## src/rtl/writeback_unit_pkg.sv

```systemverilog
// Shared types for the register-file writeback path: load sizes, writeback FSM states,
// queued load entries and the load extension helper.
package riscv_wb_pkg;

  localparam int WB_XLEN = 64;

  typedef enum logic [1:0] {SZ_B, SZ_H, SZ_W, SZ_D} ld_size_e;

  typedef enum logic [1:0] {WB_RUN, WB_DRAIN, WB_HALTED} wb_state_e;

  // Entry width follows WB_XLEN; instantiate the unit with BUS_DATA_WIDTH equal to it.
  typedef struct packed {
    logic [4:0]         rd;
    logic [WB_XLEN-1:0] data;
  } wb_entry_t;

  function automatic logic [WB_XLEN-1:0] wb_extend(logic [WB_XLEN-1:0] d, ld_size_e sz,
                                                   logic uns);
    logic [WB_XLEN-1:0] r;
    r = d;
    case (sz)
      SZ_B:    r = {{(WB_XLEN-8){~uns & d[7]}}, d[7:0]};
      SZ_H:    r = {{(WB_XLEN-16){~uns & d[15]}}, d[15:0]};
      SZ_W:    r = {{(WB_XLEN-32){~uns & d[31]}}, d[31:0]};
      default: r = d;
    endcase
    return r;
  endfunction

endpackage

```

## src/rtl/writeback_unit_if.sv

```systemverilog
// ALU / load-unit / register-file write port bundle of the writeback unit.
interface writeback_unit_if #(
  parameter int BUS_DATA_WIDTH = 64,
  parameter int LQ_DEPTH       = 4
);
  localparam int CNT_W = $clog2(LQ_DEPTH + 1);

  logic                      alu_valid;
  logic                      alu_ready;
  logic [4:0]                alu_rd;
  logic [BUS_DATA_WIDTH-1:0] alu_result;
  logic                      ld_valid;
  logic                      ld_ready;
  logic [4:0]                ld_rd;
  logic [BUS_DATA_WIDTH-1:0] ld_data;
  logic [1:0]                ld_size;
  logic                      ld_unsigned;
  logic                      halt_req;
  logic                      wr_en;
  logic [4:0]                wr_rd;
  logic [BUS_DATA_WIDTH-1:0] wr_data;
  logic [CNT_W-1:0]          pending_count;
  logic                      halt_done;

  modport slave (
    input  alu_valid, alu_rd, alu_result, ld_valid, ld_rd, ld_data, ld_size, ld_unsigned,
           halt_req,
    output alu_ready, ld_ready, wr_en, wr_rd, wr_data, pending_count, halt_done
  );

  modport master (
    output alu_valid, alu_rd, alu_result, ld_valid, ld_rd, ld_data, ld_size, ld_unsigned,
           halt_req,
    input  alu_ready, ld_ready, wr_en, wr_rd, wr_data, pending_count, halt_done
  );

endinterface

```

## src/rtl/writeback_unit_load_fifo.sv

```systemverilog
// Circular load queue; exposes per-entry valid/rd so the owner can run the RAW/WAW compare.
module wb_load_fifo
  import riscv_wb_pkg::*;
#(
  parameter int  LQ_DEPTH = 4,
  localparam int PW       = $clog2(LQ_DEPTH),
  localparam int CW       = $clog2(LQ_DEPTH + 1)
) (
  input  logic                     clk,
  input  logic                     reset,
  input  logic                     push_i,
  input  wb_entry_t                push_entry_i,
  input  logic                     pop_i,
  output wb_entry_t                head_o,
  output logic [CW-1:0]            count_o,
  output logic [LQ_DEPTH-1:0]      ent_valid_o,
  output logic [LQ_DEPTH-1:0][4:0] ent_rd_o
);

  wb_entry_t [LQ_DEPTH-1:0] mem_q;
  logic [PW-1:0]            rd_ptr_q, rd_ptr_d, wr_ptr_q, wr_ptr_d;
  logic [CW-1:0]            count_q, count_d;

  always_comb begin
    rd_ptr_d = rd_ptr_q;
    wr_ptr_d = wr_ptr_q;
    count_d  = count_q;
    if (push_i) wr_ptr_d = wr_ptr_q + PW'(1);
    if (pop_i)  rd_ptr_d = rd_ptr_q + PW'(1);
    case ({push_i, pop_i})
      2'b10:   count_d = count_q + CW'(1);
      2'b01:   count_d = count_q - CW'(1);
      default: count_d = count_q;
    endcase
  end

  always_ff @(posedge clk) begin
    if (reset) begin
      rd_ptr_q <= '0;
      wr_ptr_q <= '0;
      count_q  <= '0;
    end else begin
      rd_ptr_q <= rd_ptr_d;
      wr_ptr_q <= wr_ptr_d;
      count_q  <= count_d;
    end
  end

  always_ff @(posedge clk) begin
    if (push_i) mem_q[wr_ptr_q] <= push_entry_i;
  end

  // Slot i is live when its distance from the read pointer is below the occupancy.
  for (genvar i = 0; i < LQ_DEPTH; i++) begin : g_ent
    logic [PW-1:0] off;
    assign off            = PW'(i) - rd_ptr_q;
    assign ent_valid_o[i] = CW'(off) < count_q;
    assign ent_rd_o[i]    = mem_q[i].rd;
  end

  assign head_o  = mem_q[rd_ptr_q];
  assign count_o = count_q;

endmodule

```

## src/rtl/writeback_unit.sv

```systemverilog
// Register-file write port arbiter: ALU first, queued extended loads otherwise, halt drain.
// Optional WB_TRACE_EN prints every committed write and the halt event.
module writeback_unit
  import riscv_wb_pkg::*;
#(
  parameter int BUS_DATA_WIDTH = WB_XLEN,
  parameter int LQ_DEPTH       = 4
) (
  input logic            clk,
  input logic            reset,
  writeback_unit_if.slave bus
);

  localparam int CW = $clog2(LQ_DEPTH + 1);

  wb_state_e                 state_q, state_d;
  logic                      wr_en_q, wr_en_d;
  logic [4:0]                wr_rd_q, wr_rd_d;
  logic [BUS_DATA_WIDTH-1:0] wr_data_q, wr_data_d;

  logic [CW-1:0]             lq_count;
  logic [LQ_DEPTH-1:0]       ent_valid;
  logic [LQ_DEPTH-1:0][4:0]  ent_rd;
  logic [LQ_DEPTH-1:0]       rd_hit;
  wb_entry_t                 lq_head, lq_push_entry;
  logic                      lq_push, lq_pop;
  logic                      hazard, alu_ready, alu_acc, ld_ready;

  wb_load_fifo #(.LQ_DEPTH(LQ_DEPTH)) u_lq (
    .clk          (clk),
    .reset        (reset),
    .push_i       (lq_push),
    .push_entry_i (lq_push_entry),
    .pop_i        (lq_pop),
    .head_o       (lq_head),
    .count_o      (lq_count),
    .ent_valid_o  (ent_valid),
    .ent_rd_o     (ent_rd)
  );

  // An ALU write must not overtake an older queued load to the same register.
  for (genvar i = 0; i < LQ_DEPTH; i++) begin : g_hit
    assign rd_hit[i] = ent_valid[i] && (ent_rd[i] == bus.alu_rd);
  end

  assign hazard    = (bus.alu_rd != 5'd0) && (|rd_hit);
  assign alu_ready = (state_q != WB_HALTED) && !hazard;
  assign alu_acc   = bus.alu_valid && alu_ready;
  assign ld_ready  = (state_q == WB_RUN) && (lq_count != CW'(LQ_DEPTH));
  assign lq_push   = bus.ld_valid && ld_ready;
  assign lq_pop    = (state_q != WB_HALTED) && !alu_acc && (lq_count != '0);

  assign lq_push_entry = '{rd:   bus.ld_rd,
                           data: wb_extend(bus.ld_data, ld_size_e'(bus.ld_size),
                                           bus.ld_unsigned)};

  always_comb begin
    state_d   = state_q;
    wr_en_d   = 1'b0;
    wr_rd_d   = wr_rd_q;
    wr_data_d = wr_data_q;
    if (alu_acc) begin
      wr_en_d   = bus.alu_rd != 5'd0;
      wr_rd_d   = bus.alu_rd;
      wr_data_d = bus.alu_result;
    end else if (lq_pop) begin
      wr_en_d   = lq_head.rd != 5'd0;
      wr_rd_d   = lq_head.rd;
      wr_data_d = lq_head.data;
    end
    case (state_q)
      WB_RUN:   if (bus.halt_req) state_d = WB_DRAIN;
      WB_DRAIN: if ((lq_count == '0) && !alu_acc) state_d = WB_HALTED;
      default:  state_d = state_q;
    endcase
  end

  always_ff @(posedge clk) begin
    if (reset) begin
      state_q   <= WB_RUN;
      wr_en_q   <= 1'b0;
      wr_rd_q   <= '0;
      wr_data_q <= '0;
    end else begin
      state_q   <= state_d;
      wr_en_q   <= wr_en_d;
      wr_rd_q   <= wr_rd_d;
      wr_data_q <= wr_data_d;
    end
  end

  assign bus.alu_ready     = alu_ready;
  assign bus.ld_ready      = ld_ready;
  assign bus.wr_en         = wr_en_q;
  assign bus.wr_rd         = wr_rd_q;
  assign bus.wr_data       = wr_data_q;
  assign bus.pending_count = lq_count;
  assign bus.halt_done     = state_q == WB_HALTED;

`ifdef WB_TRACE_EN
  logic wr_src_ld_q;

  always_ff @(posedge clk) begin
    if (reset) wr_src_ld_q <= 1'b0;
    else       wr_src_ld_q <= !alu_acc;
  end

  always_ff @(posedge clk) begin
    if (!reset && wr_en_q)
      $display("WB x%0d <= %h (%s)", wr_rd_q, wr_data_q, wr_src_ld_q ? "LD" : "ALU");
    if (!reset && (state_q != WB_HALTED) && (state_d == WB_HALTED))
      $display("WB halted");
  end
`endif

endmodule

```

## src/flat_wrapper.sv

```systemverilog
// flat-port wrapper written by rule: the top's interface ports become plain ports
module writeback_unit_flat import riscv_wb_pkg::*;
#(
  parameter int BUS_DATA_WIDTH = WB_XLEN,
  parameter int LQ_DEPTH       = 4
)
  (clk, reset, bus_alu_valid, bus_alu_rd, bus_alu_result, bus_ld_valid, bus_ld_rd, bus_ld_data, bus_ld_size, bus_ld_unsigned, bus_halt_req, bus_alu_ready, bus_ld_ready, bus_wr_en, bus_wr_rd, bus_wr_data, bus_pending_count, bus_halt_done);
  writeback_unit_if #(.BUS_DATA_WIDTH(BUS_DATA_WIDTH), .LQ_DEPTH(LQ_DEPTH)) bus_i ();
  input logic clk;
  input logic reset;
  input wire logic [$bits(bus_i.alu_valid)-1:0] bus_alu_valid;
  input wire logic [$bits(bus_i.alu_rd)-1:0] bus_alu_rd;
  input wire logic [$bits(bus_i.alu_result)-1:0] bus_alu_result;
  input wire logic [$bits(bus_i.ld_valid)-1:0] bus_ld_valid;
  input wire logic [$bits(bus_i.ld_rd)-1:0] bus_ld_rd;
  input wire logic [$bits(bus_i.ld_data)-1:0] bus_ld_data;
  input wire logic [$bits(bus_i.ld_size)-1:0] bus_ld_size;
  input wire logic [$bits(bus_i.ld_unsigned)-1:0] bus_ld_unsigned;
  input wire logic [$bits(bus_i.halt_req)-1:0] bus_halt_req;
  output wire logic [$bits(bus_i.alu_ready)-1:0] bus_alu_ready;
  output wire logic [$bits(bus_i.ld_ready)-1:0] bus_ld_ready;
  output wire logic [$bits(bus_i.wr_en)-1:0] bus_wr_en;
  output wire logic [$bits(bus_i.wr_rd)-1:0] bus_wr_rd;
  output wire logic [$bits(bus_i.wr_data)-1:0] bus_wr_data;
  output wire logic [$bits(bus_i.pending_count)-1:0] bus_pending_count;
  output wire logic [$bits(bus_i.halt_done)-1:0] bus_halt_done;
  assign bus_i.alu_valid = bus_alu_valid;
  assign bus_i.alu_rd = bus_alu_rd;
  assign bus_i.alu_result = bus_alu_result;
  assign bus_i.ld_valid = bus_ld_valid;
  assign bus_i.ld_rd = bus_ld_rd;
  assign bus_i.ld_data = bus_ld_data;
  assign bus_i.ld_size = bus_ld_size;
  assign bus_i.ld_unsigned = bus_ld_unsigned;
  assign bus_i.halt_req = bus_halt_req;
  assign bus_alu_ready = bus_i.alu_ready;
  assign bus_ld_ready = bus_i.ld_ready;
  assign bus_wr_en = bus_i.wr_en;
  assign bus_wr_rd = bus_i.wr_rd;
  assign bus_wr_data = bus_i.wr_data;
  assign bus_pending_count = bus_i.pending_count;
  assign bus_halt_done = bus_i.halt_done;
  writeback_unit #(.BUS_DATA_WIDTH(BUS_DATA_WIDTH), .LQ_DEPTH(LQ_DEPTH)) u_core (.clk(clk), .reset(reset), .bus(bus_i));
endmodule
```

## config.mk

```make
export PLATFORM = sky130hd
export DESIGN_NAME = writeback_unit_flat
export DESIGN_NICKNAME = d
export VERILOG_FILES = /design/src/rtl/writeback_unit_pkg.sv /design/src/rtl/writeback_unit_if.sv /design/src/rtl/writeback_unit_load_fifo.sv /design/src/rtl/writeback_unit.sv /design/src/flat_wrapper.sv
export SDC_FILE = /design/constraint.sdc
export NUM_CORES = 1
export LEC_CHECK = 0
export CELL_PAD_IN_SITES_DETAIL_PLACEMENT = 0
export CELL_PAD_IN_SITES_GLOBAL_PLACEMENT = 1
export CORE_MARGIN = 4
export CORE_UTILIZATION = 50
export CTS_BUF_LIST = sky130_fd_sc_hd__clkbuf_2
export DETAILED_ROUTE_END_ITERATION = 10
export PLACE_DENSITY = 0.85
export SETUP_SLACK_MARGIN = 0.1
export SYNTH_ARGS = -nofsm -noshare
export SYNTH_HDL_FRONTEND = slang
export SYNTH_SLANG_ARGS = --single-unit
```

## constraint.sdc

```tcl
create_clock -name clk -period 5.3 [get_ports clk]
set_input_delay 1.06 -clock clk [delete_from_list [all_inputs] [get_ports clk]]
set_output_delay 1.06 -clock clk [all_outputs]
set_load 0.02 [all_outputs]
```

# Word level (Yosys, flattened, before mapping)

Cells that the tools add are included.

Flip-flop bits (word level): 355
Input bits: 146
Word-level logic and storage cells: 90

$add $sub $neg: 8
$lt $le $gt $ge: 7
Equality and inequality tests: 14
Muxes and demuxes: 16
Bitwise logic cells: 4
Reductions and logical operators: 26

Operator list:

| kind                | number |
|---|---|
| $bwmux 276          | 1 |
| $pmux 64 s3         | 1 |
| $bmux 69 s2         | 1 |
| $demux 69 s2        | 1 |
| $mux 69             | 2 |
| $mux 64             | 2 |
| $eq 5x5->1          | 4 |
| $logic_and 1x1->1   | 13 |
| $lt 2x3->1          | 4 |
| $mux 5              | 2 |
| $reduce_bool 5->1   | 2 |
| $eq 2x1->1 const B  | 3 |
| $eq 2x2->1 const B  | 3 |
| $lt 2x3->1 const B  | 2 |
| $pmux 3 s2          | 1 |
| $reduce_bool 2->1   | 3 |
| $add 2x1->2 const B | 2 |
| $logic_not 2->1     | 2 |
| $mux 2              | 2 |
| $ne 2x2->1 const B  | 2 |
| $pmux 2 s2          | 1 |
| $reduce_or 4->1     | 1 |
| $sub 1x2->2 const A | 2 |
| $sub 2x2->2 const A | 2 |
| 12 further kinds    | 16 |

# Depth between registers and ports, before layout

Depth after elaboration: 13
Mapped depth: 16
Depth with buffers taken out: 14

# Modules after synthesis

Synthesis repeated with hierarchy kept, for this count alone.

Cell total of the unflattened synthesis: 1010
Area total of the unflattened synthesis: 15309.7 µm²

By module, submodules not included:

| module         | instances | cells each | area each (µm²) | seq. area each (µm²) |
|---|---|---|---|---|
| wb_load_fifo   | 1         | 439        | 10608.9         | 8428.1 |
| writeback_unit | 1         | 571        | 4700.8          | 1441.4 |

# Worst setup path before layout

No wires, ideal clock.

Path type: register to register
From: register u_core.u_lq.count_q[0], in the netlist u_core.u_lq.count_o[0]
To: register u_core.u_lq.mem_q, in the netlist u_core.u_lq.ent_rd_o[0], enable pin
Setup time: 0.435 ns
Arrival: 3.277 ns
Data required time: 4.865 ns
Slack: 1.588 ns
Stages on the path, launching flop included: 4
Path buffers: 0
Period minus slack after synthesis: 3.712 ns
Path through: dfxtp_1 > inv_1 > a311oi_1 > and3_1

Cells in the longest elaborated chain, start to end: 3

Ends and longest elaborated chain:

| element                       | RTL line                       | source |
|---|---|---|
| start, declared               | writeback_unit_load_fifo.sv:22 | `logic [CW-1:0] count_q, count_d;` |
| start signal, assigned        | writeback_unit_load_fifo.sv:45 | `count_q <= count_d;` |
| $ne 3x3->1                    | writeback_unit.sv:49           | `assign ld_ready = (state_q == WB_RUN) && (lq_count != CW'(LQ_DEPTH));` |
| $logic_and 1x1->1             | writeback_unit.sv:49           |  |
| named net bus_ld_ready        | flat_wrapper.sv:21             | `output wire logic [$bits(bus_i.ld_ready)-1:0] bus_ld_ready;` |
| $logic_and 1x1->1             | writeback_unit.sv:50           | `assign lq_push = bus.ld_valid && ld_ready;` |
| end signal, assigned by index | writeback_unit_load_fifo.sv:50 | `if (push_i) mem_q[wr_ptr_q] <= push_entry_i;` |
| end, declared                 | writeback_unit_load_fifo.sv:20 | `wb_entry_t [LQ_DEPTH-1:0] mem_q;` |

The timed path passes the listed nets, and every way through them passes these cells.
A chain may end at the register's enable or synchronous reset.

# Worst setup path after layout

From: input port bus_alu_rd[0]
To: output port bus_alu_ready

Cells in the longest elaborated chain, start to end: 6
Elaborated cells between the ends (all ways): 13

Ends and longest elaborated chain:

| element               | RTL line             | source |
|---|---|---|
| start, declared       | flat_wrapper.sv:12   | `input wire logic [$bits(bus_i.alu_rd)-1:0] bus_alu_rd;` |
| $eq 5x5->1            | writeback_unit.sv:43 | `assign rd_hit[i] = ent_valid[i] && (ent_rd[i] == bus.alu_rd);` |
| $logic_and 1x1->1     | writeback_unit.sv:43 |  |
| $reduce_or 4->1       | writeback_unit.sv:46 | `assign hazard = (bus.alu_rd != 5'd0) && (\|rd_hit);` |
| $logic_and 1x1->1 (*) | writeback_unit.sv:46 |  |
| $logic_not 1->1 (*)   | writeback_unit.sv:47 | `assign alu_ready = (state_q != WB_HALTED) && !hazard;` |
| $logic_and 1x1->1 (*) | writeback_unit.sv:47 |  |
| end, declared         | flat_wrapper.sv:20   | `output wire logic [$bits(bus_i.alu_ready)-1:0] bus_alu_ready;` |

Mark *: on every way between the ends. The rest lies on a longest branch, timed or not.

==> impl_results.md <==
- Outcome: completed
- Vias in the first global route: a little under 10000
- Die Y-Extent: 182 microns
- # DRC: 0
- First-pass DRT Iterations: 5
- Crit path required time: roughly 4200 ps
- Synth top cells by count: 276 x edfxtp_1, 83 x nor2_1, 80 x nand2_1
- WL/cell: 18.9 microns
- Total negative slack: 0 ps
- Ys async rst share: 0%
- RePlAce Congestion: slightly above 0.8
- Minimum clock period after layout: 4660 ps
- Drt first-iter violations: 485
- DP Worst Slack: 706 ps
- Gr usage total: 19.4%
- Die W: 182 microns
- Total CTS buffers: 89
- Mapped Cells: 1008
- Largest stage delay, worst path: between 600 and 700 ps
- Worst rel slew slack: 35.0%
- Total core area: 29900 sq um
- Die area: 33300 sq um
- Skew-Pair Late Insertion Delay: 840 ps
- Post-synth EDFFs: 276
- CP cell instances: clkdlybuf4s50_1 -> xnor2_1 -> nand4_1 -> a2111oi_0 -> nor4_1 -> a21oi_1 -> nor2_1 -> clkdlybuf4s50_1
- Max-Cap Viols: 0
- # resized after CTS: 0
- WL final: 32.6 mm
- CTS tree: done
- Hpwl dp: 20.1 mm
- Max frequency: about 0.21 GHz
- Initial cell density of the core: 51.0%
- Placement Rows: 63
- First-pass GRT wire length: between 50 and 60 mm
- Clock slew at reported path FFs: 110 ps
- Synthesized flop and latch total: 355
- Synth warn: 0
- Syn-to-layout area delta: 22.2%
- Vias per inst: 5.27
- Unrepaired setup endpoints after global routing: false
- Sum of buffers and inverters on the critical path: 2
- CTS root buf: clkbuf_2
- Ports: about 220
- Post-synthesis net count: approximately 1200
- CTS H-tree lvls: 3
- Most used DFF post-synth: edfxtp_1
- Initial antenna violation count: 2
- Clock skew: 64.1 ps
- Critical path class: in2out
- Area of the multi-input gates: 5010 sq um
- Fillers: 2285
- Largest net degree at the start of global routing: between 70 and 80
- Critical path's slowest cell: clkdlybuf4s50_1
- Antenna Violating Nets Remaining: 0
- Placed Cells: 1562
- Fin. Hold Viols: 0
- Final setup margin: roughly 640 ps
- Hold Crit Class: reg2reg
- Placed cell areas: 17800 sq um
- Area fraction of the dominant cell type after synthesis: 54.4%
- Cell Area, Synth: 15200 sq um
- Buffers on Ports: 221
- Clock tree buffer depth: 3
- Most used cell, CP: clkdlybuf4s50_1
- Arr. time, crit path: 3600 ps
- Clk sinks: 355
- CP Launch Type: input port
- Leakage: 6.72 nW
- Synth Area per Inst: 15.1 sq um
- CP Capture Type: output pin
- Synth area leaders: edfxtp_1 54%, dfxtp_1 10%, mux4_2 10%
- Worst VDD drop: roughly 250 uV
- Via count: 9102
- Setup bufs post-CTS: 0
- Top delay family on crit path: buffers and inverters
- Final setup viols: 0
- Ratio of cells with drive above 1 in the final layout: 22.6%
- Gr ovfl total: 0
- Unique cell type count in the Yosys netlist: 39
- Top-count cell post-synth: edfxtp_1
- Tcrit/Tclk final: just under 90%
- Worst-Margin Slew: 975 ps
- Pwr dens: 458 nW/um^2
- Design area: 18600 sq um
- Crit-path max FO: 6
- Sequential area share after synthesis: 64.8%
- Hold_buf cts: 0
- Final nets: 1419
- Area leader, netlist: edfxtp_1
- Non-filler instance count after layout: between 1500 and 2000
- Register area: about 9900 sq um
- Final Slew Violations: 0
-- tightest hold or removal path: cells and delay by family (launching register included) --
kind	cells	cell delay (ps)
AND/OR/NAND/NOR	1	70
AO/OA/AOI/OAI	1	50
flip-flops	1	360
-- cells by family (layout without fill, tap and decap cells) --
| logic type | count (synthesis) | in the layout | share of synthesized area, % |
|---|---|---|---|
| muxes | 209 | 209 | 20.0 |
| DFF | 355 | 355 | 64.8 |
| buffers and inverters | 84 | 413 | 2.42 |
| AOI/OAI and AO/OA | 31 | 31 | 1.32 |
| other | 0 | 1 | 0 |
| and+or+nand+nor | 295 | 295 | 9.19 |
| adders and majority gates | 10 | 10 | 0.871 |
| xor gates and xnor gates | 24 | 24 | 1.38 |
-- path summary, 6_finish.rpt --
check                                       start                                    to  slack (ps)  cells past startpoint
max                                 bus_alu_rd[0]                         bus_alu_ready         640                      8
min          u_core.u_lq.wr_ptr_q[1]$_SDFFE_PP0P_  u_core.u_lq.wr_ptr_q[1]$_SDFFE_PP0P_         510                      2
min reg2reg  u_core.u_lq.wr_ptr_q[1]$_SDFFE_PP0P_  u_core.u_lq.wr_ptr_q[1]$_SDFFE_PP0P_         510                      2
max reg2reg   u_core.u_lq.count_o[1]$_SDFFE_PP0P_   u_core.u_lq.count_o[2]$_SDFFE_PP0P_        1850                     13
-- layout make-up --
class	instances	area share (%)
sequential	355	53.1
multi-input combinational	569	27.0
timing repair buffer	237	12.6
clock buffer	138	3.71
tap	390	2.62
clock inverter	27	0.753
inverter	11	0.222
antenna	1	0.0135
-- sequential cells by signal (all words and copies together) (netlist names) --
name	cells
u_core.u_lq.ent_rd_o	20
u_core.bus.wr_rd	5
u_core.u_lq.count_o	3
u_core.u_lq.mem_q	256
u_core.state_q	2
u_core.u_lq.wr_ptr_q	2
u_core.bus.wr_data	64
u_core.u_lq.rd_ptr_q	2
u_core.bus.wr_en	1
-- power by group --
part	internal (mW)	leakage [nW]	total, mW	switching (mW)
registers	3.53	3.20	3.73	0.192
logic	1.49	2.89	3.01	1.51
clock network	0.739	0.626	1.79	1.05
-- per-stage QoR --
step	hold WS, ps	total power, mW	utilization [%]
3_3_place_gp	487	6.80	59.5
3_5_place_dp	499	6.85	59.5
4_1_cts	514	8.66	62.2
2_1_floorplan	469	5.87	-
6_report	511	8.52	62.3
5_1_grt	556	9.06	62.3
-- routing by layer --
layer / wire [microns] / track usage [%] / vias up / part of all wire [%]
met4: 167 / 4.71 / 2 / 0.51
met2: 16500 / 32.8 / 256 / 51
met5: 20 / 0 / - / 0.061
met3: 2030 / 5.18 / 16 / 6.2
met1: 13900 / 25.2 / 4501 / 43
li1: - / - / 4327 / -
-- cells in the final DEF (no fill, tap or decap), types with 2 or more instances in the layout --
cell,synthesis,layout
nand2_1,80,80
a2111oi_0,4,4
mux2_1,10,10
clkbuf_2,0,138
a21oi_1,9,9
edfxtp_1,276,276
nand3_1,34,34
clkdlybuf4s50_1,0,218
o31a_1,2,2
and3_4,0,4
inv_1,10,10
xor2_1,6,6
o21ai_0,12,12
ha_1,9,9
xnor2_1,18,18
dfxtp_1,79,77
nand4_1,7,7
buf_12,0,2
mux2i_1,70,70
nor2b_1,74,74
dfxtp_4,0,2
nor2_1,83,82
or3_1,2,2
nor3_1,5,5
buf_2,16,2
mux4_2,69,69
clkinv_1,0,22
clkinvlp_4,0,3
buf_4,5,15
mux2_2,60,60
Power figures use the tool's default switching activity.
